[config.mk]
export PLATFORM = sky130hd
export DESIGN_NAME = axi_wr_feeder
export DESIGN_NICKNAME = d
export VERILOG_FILES = /design/src/rtl/ddr2_ctrl_pkg.sv /design/src/rtl/sync_fifo_sa.sv /design/src/rtl/axi_wr_feeder.sv
export SDC_FILE = /design/constraint.sdc
export NUM_CORES = 2
export LEC_CHECK = 0
export ABC_AREA = 0
export CAP_MARGIN = 20
export CELL_PAD_IN_SITES_DETAIL_PLACEMENT = 1
export CELL_PAD_IN_SITES_GLOBAL_PLACEMENT = 1
export CORE_ASPECT_RATIO = 0.5
export CORE_MARGIN = 2
export CORE_UTILIZATION = 45
export CTS_BUF_LIST = sky130_fd_sc_hd__clkbuf_8
export DETAILED_ROUTE_END_ITERATION = 12
export PLACE_DENSITY = 0.78
export SLEW_MARGIN = 15
export SYNTH_ARGS = -nofsm -noshare
export SYNTH_HDL_FRONTEND = slang
export SYNTH_SLANG_ARGS = --single-unit
[constraint.sdc]
create_clock -name clk -period 10.59 [get_ports clk]
set_clock_uncertainty 0.15 [all_clocks]
set_input_delay 1.059 -clock clk [delete_from_list [all_inputs] [get_ports clk]]
set_output_delay 1.059 -clock clk [all_outputs]
set_load 0.01 [all_outputs]
[src/rtl/ddr2_ctrl_pkg.sv]
// Shared definitions for the DDR2 controller write path: feeder FSM encoding and default geometry.
package ddr2_ctrl_pkg;

  typedef enum logic [1:0] {
    ST_IDLE = 2'd0,
    ST_REQ  = 2'd1,
    ST_BUSY = 2'd2
  } wr_state_e;

  localparam int DEF_ADDR_WIDTH = 26;
  localparam int DEF_DATA_WIDTH = 32;
  localparam int DEF_DATA_LEVEL = 2;
  localparam int DEF_WBURST_LEN = 8;
  localparam int DEF_FIFO_AW    = 6;

endpackage

[src/rtl/sync_fifo_sa.sv]
// Show-ahead synchronous FIFO: dout always presents mem[rd_ptr]; a push while full is
// accepted only if a pop happens in the same cycle.
module sync_fifo_sa #(
  parameter int DATA_WIDTH = 32,
  parameter int FIFO_AW    = 6
) (
  input  logic                  clk,
  input  logic                  rst,
  input  logic                  push,
  input  logic                  pop,
  input  logic [DATA_WIDTH-1:0] din,
  output logic [DATA_WIDTH-1:0] dout,
  output logic [FIFO_AW:0]      count,
  output logic                  full,
  output logic                  empty,
  output logic                  ovf,
  output logic                  udf
);

  localparam int DEPTH = 2 ** FIFO_AW;

  logic [DATA_WIDTH-1:0] mem [DEPTH];
  logic [FIFO_AW-1:0]    wr_ptr, rd_ptr;
  logic [FIFO_AW:0]      cnt_q;
  logic                  do_push, do_pop;

  assign count   = cnt_q;
  assign full    = (cnt_q == (FIFO_AW + 1)'(DEPTH));
  assign empty   = (cnt_q == '0);
  assign do_pop  = pop && !empty;
  assign do_push = push && (!full || do_pop);
  assign ovf     = push && full && !pop;
  assign udf     = pop && empty;
  assign dout    = mem[rd_ptr];

  always_ff @(posedge clk) begin
    if (do_push) mem[wr_ptr] <= din;
  end

  always_ff @(posedge clk) begin
    if (rst) begin
      wr_ptr <= '0;
      rd_ptr <= '0;
      cnt_q  <= '0;
    end else begin
      if (do_push) wr_ptr <= wr_ptr + 1'b1;
      if (do_pop)  rd_ptr <= rd_ptr + 1'b1;
      case ({do_push, do_pop})
        2'b10:   cnt_q <= cnt_q + 1'b1;
        2'b01:   cnt_q <= cnt_q - 1'b1;
        default: cnt_q <= cnt_q;
      endcase
    end
  end

endmodule

[src/rtl/axi_wr_feeder.sv]
// Write-path feeder: buffers user data, requests bursts from the AXI write master and walks a
// wrapping address window. Define AXI_WR_FEEDER_FLUSH_EN to add the partial-burst flush input.
//
// state | meaning
// IDLE  | waiting for a full burst (or pending flush) with DDR initialised and master idle
// REQ   | wr_trig high for this single cycle
// BUSY  | burst in flight; wr_len/wr_addr held until wr_done
module axi_wr_feeder
  import ddr2_ctrl_pkg::*;
#(
  parameter int ADDR_WIDTH = DEF_ADDR_WIDTH,
  parameter int DATA_WIDTH = DEF_DATA_WIDTH,
  parameter int DATA_LEVEL = DEF_DATA_LEVEL,
  parameter int WBURST_LEN = DEF_WBURST_LEN,
  parameter int FIFO_AW    = DEF_FIFO_AW
) (
  input  logic                  clk,
  input  logic                  rst,
  input  logic                  init_end,
  input  logic                  user_wr_en,
  input  logic [DATA_WIDTH-1:0] user_wr_data,
  output logic                  user_full,
  input  logic [ADDR_WIDTH-1:0] wr_base_addr,
  input  logic [ADDR_WIDTH-1:0] wr_end_addr,
  input  logic                  addr_reload,
  output logic                  wr_trig,
  output logic [7:0]            wr_len,
  output logic [ADDR_WIDTH-1:0] wr_addr,
  output logic [DATA_WIDTH-1:0] wr_data,
  input  logic                  wr_data_en,
  input  logic                  wr_ready,
  input  logic                  wr_done,
  output logic                  overflow,
  output logic                  underflow
`ifdef AXI_WR_FEEDER_FLUSH_EN
  ,
  input  logic                  flush
`endif
);

  localparam int CW  = FIFO_AW + 1;
  localparam int AW1 = ADDR_WIDTH + 1;

  wr_state_e             state_q, state_d;
  logic [CW-1:0]         fifo_cnt, avail;
  logic                  fifo_full, fifo_empty, fifo_ovf, fifo_udf;
  logic                  push_acc, start_full, start_part;
  logic [7:0]            len_d, wr_len_q;
  logic [ADDR_WIDTH-1:0] wr_addr_q, cur_addr, idle_addr;
  logic [AW1-1:0]        next_addr;
  logic                  wrap, reload_pend;
  logic                  unused_empty;

  sync_fifo_sa #(.DATA_WIDTH(DATA_WIDTH), .FIFO_AW(FIFO_AW)) u_fifo (
    .clk   (clk),
    .rst   (rst),
    .push  (user_wr_en),
    .pop   (wr_data_en),
    .din   (user_wr_data),
    .dout  (wr_data),
    .count (fifo_cnt),
    .full  (fifo_full),
    .empty (fifo_empty),
    .ovf   (fifo_ovf),
    .udf   (fifo_udf)
  );

  // Emptiness is derived from avail here; the FIFO flag is not needed.
  assign unused_empty = fifo_empty;

  assign user_full  = fifo_full;
  assign wr_len     = wr_len_q;
  assign wr_addr    = wr_addr_q;
  // Threshold counts the word being pushed this cycle.
  assign push_acc   = user_wr_en && !fifo_full;
  assign avail      = fifo_cnt + CW'(push_acc);
  assign start_full = init_end && wr_ready && (avail >= CW'(WBURST_LEN));

`ifdef AXI_WR_FEEDER_FLUSH_EN
  logic flush_pend;

  assign start_part = flush_pend && init_end && wr_ready && (avail != '0) &&
                      (avail < CW'(WBURST_LEN));

  always_ff @(posedge clk) begin
    if (rst)
      flush_pend <= 1'b0;
    else if (flush)
      flush_pend <= 1'b1;
    else if (state_q == ST_IDLE && (state_d == ST_REQ || avail == '0))
      flush_pend <= 1'b0;
  end
`else
  assign start_part = 1'b0;
`endif

  assign len_d     = start_full ? 8'(WBURST_LEN) : 8'(avail);
  assign next_addr = {1'b0, cur_addr} + AW1'(wr_len_q) * AW1'(DATA_LEVEL);
  assign wrap      = (next_addr >= {1'b0, wr_end_addr});
  assign idle_addr = addr_reload ? wr_base_addr : cur_addr;

  always_comb begin
    state_d = state_q;
    wr_trig = 1'b0;
    case (state_q)
      ST_IDLE: if (start_full || start_part) state_d = ST_REQ;
      ST_REQ: begin
        wr_trig = 1'b1;
        state_d = ST_BUSY;
      end
      ST_BUSY: if (wr_done) state_d = ST_IDLE;
      default: state_d = ST_IDLE;
    endcase
  end

  always_ff @(posedge clk) begin
    if (rst) begin
      state_q     <= ST_IDLE;
      wr_len_q    <= '0;
      wr_addr_q   <= '0;
      cur_addr    <= wr_base_addr;
      reload_pend <= 1'b0;
      overflow    <= 1'b0;
      underflow   <= 1'b0;
    end else begin
      state_q   <= state_d;
      overflow  <= overflow | fifo_ovf;
      underflow <= underflow | fifo_udf;
      if (state_q == ST_IDLE) begin
        if (addr_reload) cur_addr <= wr_base_addr;
        if (state_d == ST_REQ) begin
          wr_len_q  <= len_d;
          wr_addr_q <= idle_addr;
        end
      end else begin
        // A reload during a burst is held back and replaces the advance at wr_done.
        if (addr_reload) reload_pend <= 1'b1;
        if (state_q == ST_BUSY && wr_done) begin
          reload_pend <= 1'b0;
          if (reload_pend || addr_reload || wrap)
            cur_addr <= wr_base_addr;
          else
            cur_addr <= next_addr[ADDR_WIDTH-1:0];
        end
      end
    end
  end

endmodule

==> results.md <==
* Worst EP required at 9.38 ns
* Async set-reset flop share out of synthesis at 0%
* Met3 WL at 26000 µm
* # Post-CTS Setup Buffers at 0
* FF-to-FF path depth at 16
* Area of the multi-input gates at 19200 µm²
* Num rows at 111
* Via density per instance at 6.27
* Clock-pin slew on the worst setup and hold paths at 0.08 ns
* CP endpoint kind: output port
* Seq/Total Area, Yosys at 76.3%
* Antenna Violating Nets Remaining at 0
* Area Growth Syn to Fin at 13.0%
* Worst-margin pin slew at 1.47 ns
* Reg area at 63600 µm²
* PnR worst setup slack at 3.96 ns
* Max Root-Sink Buffers at 4
* Nets at 4141
* Hold crit path type: in2reg
* Setup violations, final at 0
* Leak Pwr at 28.7 nW
* FILL cells at 16200
* CP max FO at 114
* Cell Count, Final, Fillers Out at 6724
* Reg2reg end: cur_addr[15]
* Routed met2 length at 112000 µm
* Io pins at 162
* Core ar. at 183000 µm²
* Grt ovf at 0
* Vias post-DR at 42200
* Share of cells above drive strength 1 at 30.1%
* # Max-Cap Violations at 0
* Synth Flop Type: edfxtp_1
* Sw Ratio at 26.5%
* CTS buffer count at 315
* Detailed Route WL at 232000 µm
* WHS Endpoint: u_fifo.mem[25][22]
* Sink Count at 2137
* Hold Vio Cnt, Final at 0
* Critical Path AT at 5.43 ns
* Die Wd at 612 µm
* Initial Util at 45.4%
* Flop-to-flop setup slack at 5.26 ns
* Die H at 308 µm
* Cts hold-fix bufs at 0
* Status: finished, final reports clean
* Switching power at 5.01 mW
* WL met1 at 84500 µm
* Final Util at 51.3%
* Net Count, Synth at 3744
* CTS H-tree lvls at 5
* Unrepaired setup endpoints after global routing: no
* Synthesized area per cell at 23.1 µm²
* Flop pwr share at 50.6%
* FMAX at 0.151 GHz
* GPL Wtd Cong at 0.846
* Tmin final at 6.63 ns
* Die area at 189000 µm²
* Post-DP HPWL at 119000 µm
* Post_cts resized at 0
* Crit path launch type: flop
* Worst min-delay path startpoint: user_wr_data[22]
* Slew HR at 2.27%
* Critical R2R Launch: cur_addr[1]
* Clk_lat worst skew at 0.98 ns
* CTS root buffer: clkbuf_8
* Port bufs at 160
* Fin crit share at 62.6%
* First-pass iteration count of the detailed router at 6
* Top cell type's share of synthesized area at 74.8%
* WL per Instance at 34.5 µm
* Worst VDD drop at 0.133 mV
* Dpl cells at 6158
* First-pass GRT wire length at 323000 µm
* Post-Syn Instances at 3607
* Slew Limit Fails at 0
* Synth Cell Area at 83300 µm²
* Combinational share of power at 17.4%
* Setup TNS at 0 ns
* Post-synth EDFFs at 2074
* Largest net degree at the start of global routing at 168
* Vias in the first global route at 43700
* Power Density at 201 nW/µm²
* WHS Path Cells at 1
* CTS tree: yes
* Setup slack at placement at 4.97 ns
* WS Path Type: reg2out
* Synth area leader: edfxtp_1
* Initial antenna violation count at 30
* Highest metal used: met5
* Synth area leaders: edfxtp_1 (75%), mux4_2 (18%), dfxtp_1 (1.5%)
* Placed inst area at 88300 µm²
* Count of different cell masters after synthesis at 57
* Warnings from Yosys at 0
* Drt drc at 0
* Tot GR Track Use at 24.3%
* Number of DRC markers in iteration 0 at 6829
* Clock share of power at 32.0%
* Final instance area at 94100 µm²
* Pint at 13.9 mW
* Synthesized flop and latch total at 2137
-- worst max path at each step --
| stage | end | slack, ns | cells after the start |
|---|---|---|---|
| floorplan | cur_addr[16] | 6.24 | 18 |
| global placement | wr_data[11] | 4.93 | 6 |
| detailed placement | wr_data[7] | 4.97 | 6 |
| CTS | wr_data[11] | 3.83 | 6 |
| global route | wr_data[11] | 3.56 | 6 |
| finish | wr_data[11] | 3.96 | 6 |
-- cell usage after synthesis, types with 9 or more instances --
library cell / n
xor2_1: 18
a211oi_1: 26
ha_1: 43
nor2_1: 169
xnor2_1: 16
edfxtp_1: 2074
mux2i_1: 26
nor3_1: 15
nand4_1: 15
buf_1: 31
a311oi_1: 9
nand2b_1: 13
nand2_1: 42
a21oi_1: 23
nand3_1: 18
buf_2: 46
clkbuf_1: 98
dfxtp_1: 63
o21ai_0: 16
o221a_2: 10
mux4_2: 668
o211ai_1: 9
nor2b_1: 14
inv_1: 47
-- metrics by stage --
step	power (mW)	hold WS, ns
floorplan	11.9	0.316
global placement	12.9	0.303
detailed placement	13.0	0.315
CTS	18.9	0.275
global route	19.5	0.285
finish	18.9	0.319
-- cells in the final DEF (no fill, tap or decap), types with 8 or more instances in the layout --
cell type,netlist,layout
edfxtp_1,2074,2074
mux4_2,668,668
clkbuf_8,0,323
inv_1,47,139
clkdlybuf4s50_1,0,126
nor2_1,169,105
buf_4,7,96
clkinv_1,0,80
nor2_4,0,64
dfxtp_1,63,57
ha_1,43,43
nand2_1,42,42
clkinv_2,0,31
mux2i_1,26,26
a211oi_1,26,26
a21oi_1,23,23
buf_2,46,23
nand3_1,18,18
xor2_1,18,18
buf_12,0,18
diode_2,0,16
xnor2_1,16,16
nand4_1,15,15
o21ai_0,16,15
nor3_1,15,15
nor2b_1,14,14
nand2b_1,13,13
o221a_2,10,10
o211ai_1,9,9
and2_1,8,8
a311oi_1,9,8
-- power by group through the flow --
stage	clock (mW)	combinational (mW)	sequential, mW
after floorplan	0	2.19	9.68
after global placement	0	3.12	9.75
after detailed placement	0	3.22	9.76
after CTS	6.10	3.25	9.58
after global routing	6.43	3.48	9.59
final	6.06	3.29	9.57
-- layout make-up --
| cell class | instances | share of cell area [%] |
|---|---|---|
| Tap cell | 2486 | 3.31 |
| Timing Repair Buffer | 267 | 2.73 |
| Multi-Input combinational cell | 1236 | 20.4 |
| Sequential cell | 2137 | 67.6 |
| Clock buffer | 323 | 4.73 |
| Antenna cell | 16 | 0.0426 |
| Clock inverter | 212 | 0.995 |
| Inverter | 47 | 0.188 |
-- per-layer routing --
layer  track usage, %  up-vias
met3             5.75      519
li1                 -    16200
met4             10.1        6
met2             39.1     3105
met5                0        -
met1             32.2    22400
-- registers in the layout, summed over array words and instances (netlist names), 2 cells and up, named ones only --
name           cells
u_fifo.wr_ptr      6
u_fifo.count       7
u_fifo.mem      2048
wr_len             7
cur_addr          26
u_fifo.rd_ptr      6
wr_addr           26
state_q            2
-- critical path, stage by stage, from the launching register on --
cell	delay, ns
dfxtp_4	0.71
buf_12	0.69
buf_4	0.63
mux4_2	0.58
mux4_2	0.56
mux4_2	0.51
clkdlybuf4s50_1	0.54
-- cells by family (layout without fill, tap and decap cells) --
logic type	count (synthesis)	count (layout)	share of synthesized area [%]
AOI/OAI and AO/OA	134	134	1.20
xor gates and xnor gates	34	34	0.358
adders and majority gates	45	45	0.694
buffers and inverters	234	849	1.20
DFF	2137	2137	76.3
muxes	700	700	18.5
other	1	17	0.00450
and+or+nand+nor	322	322	1.76
(Power assumes the default switching activity.)
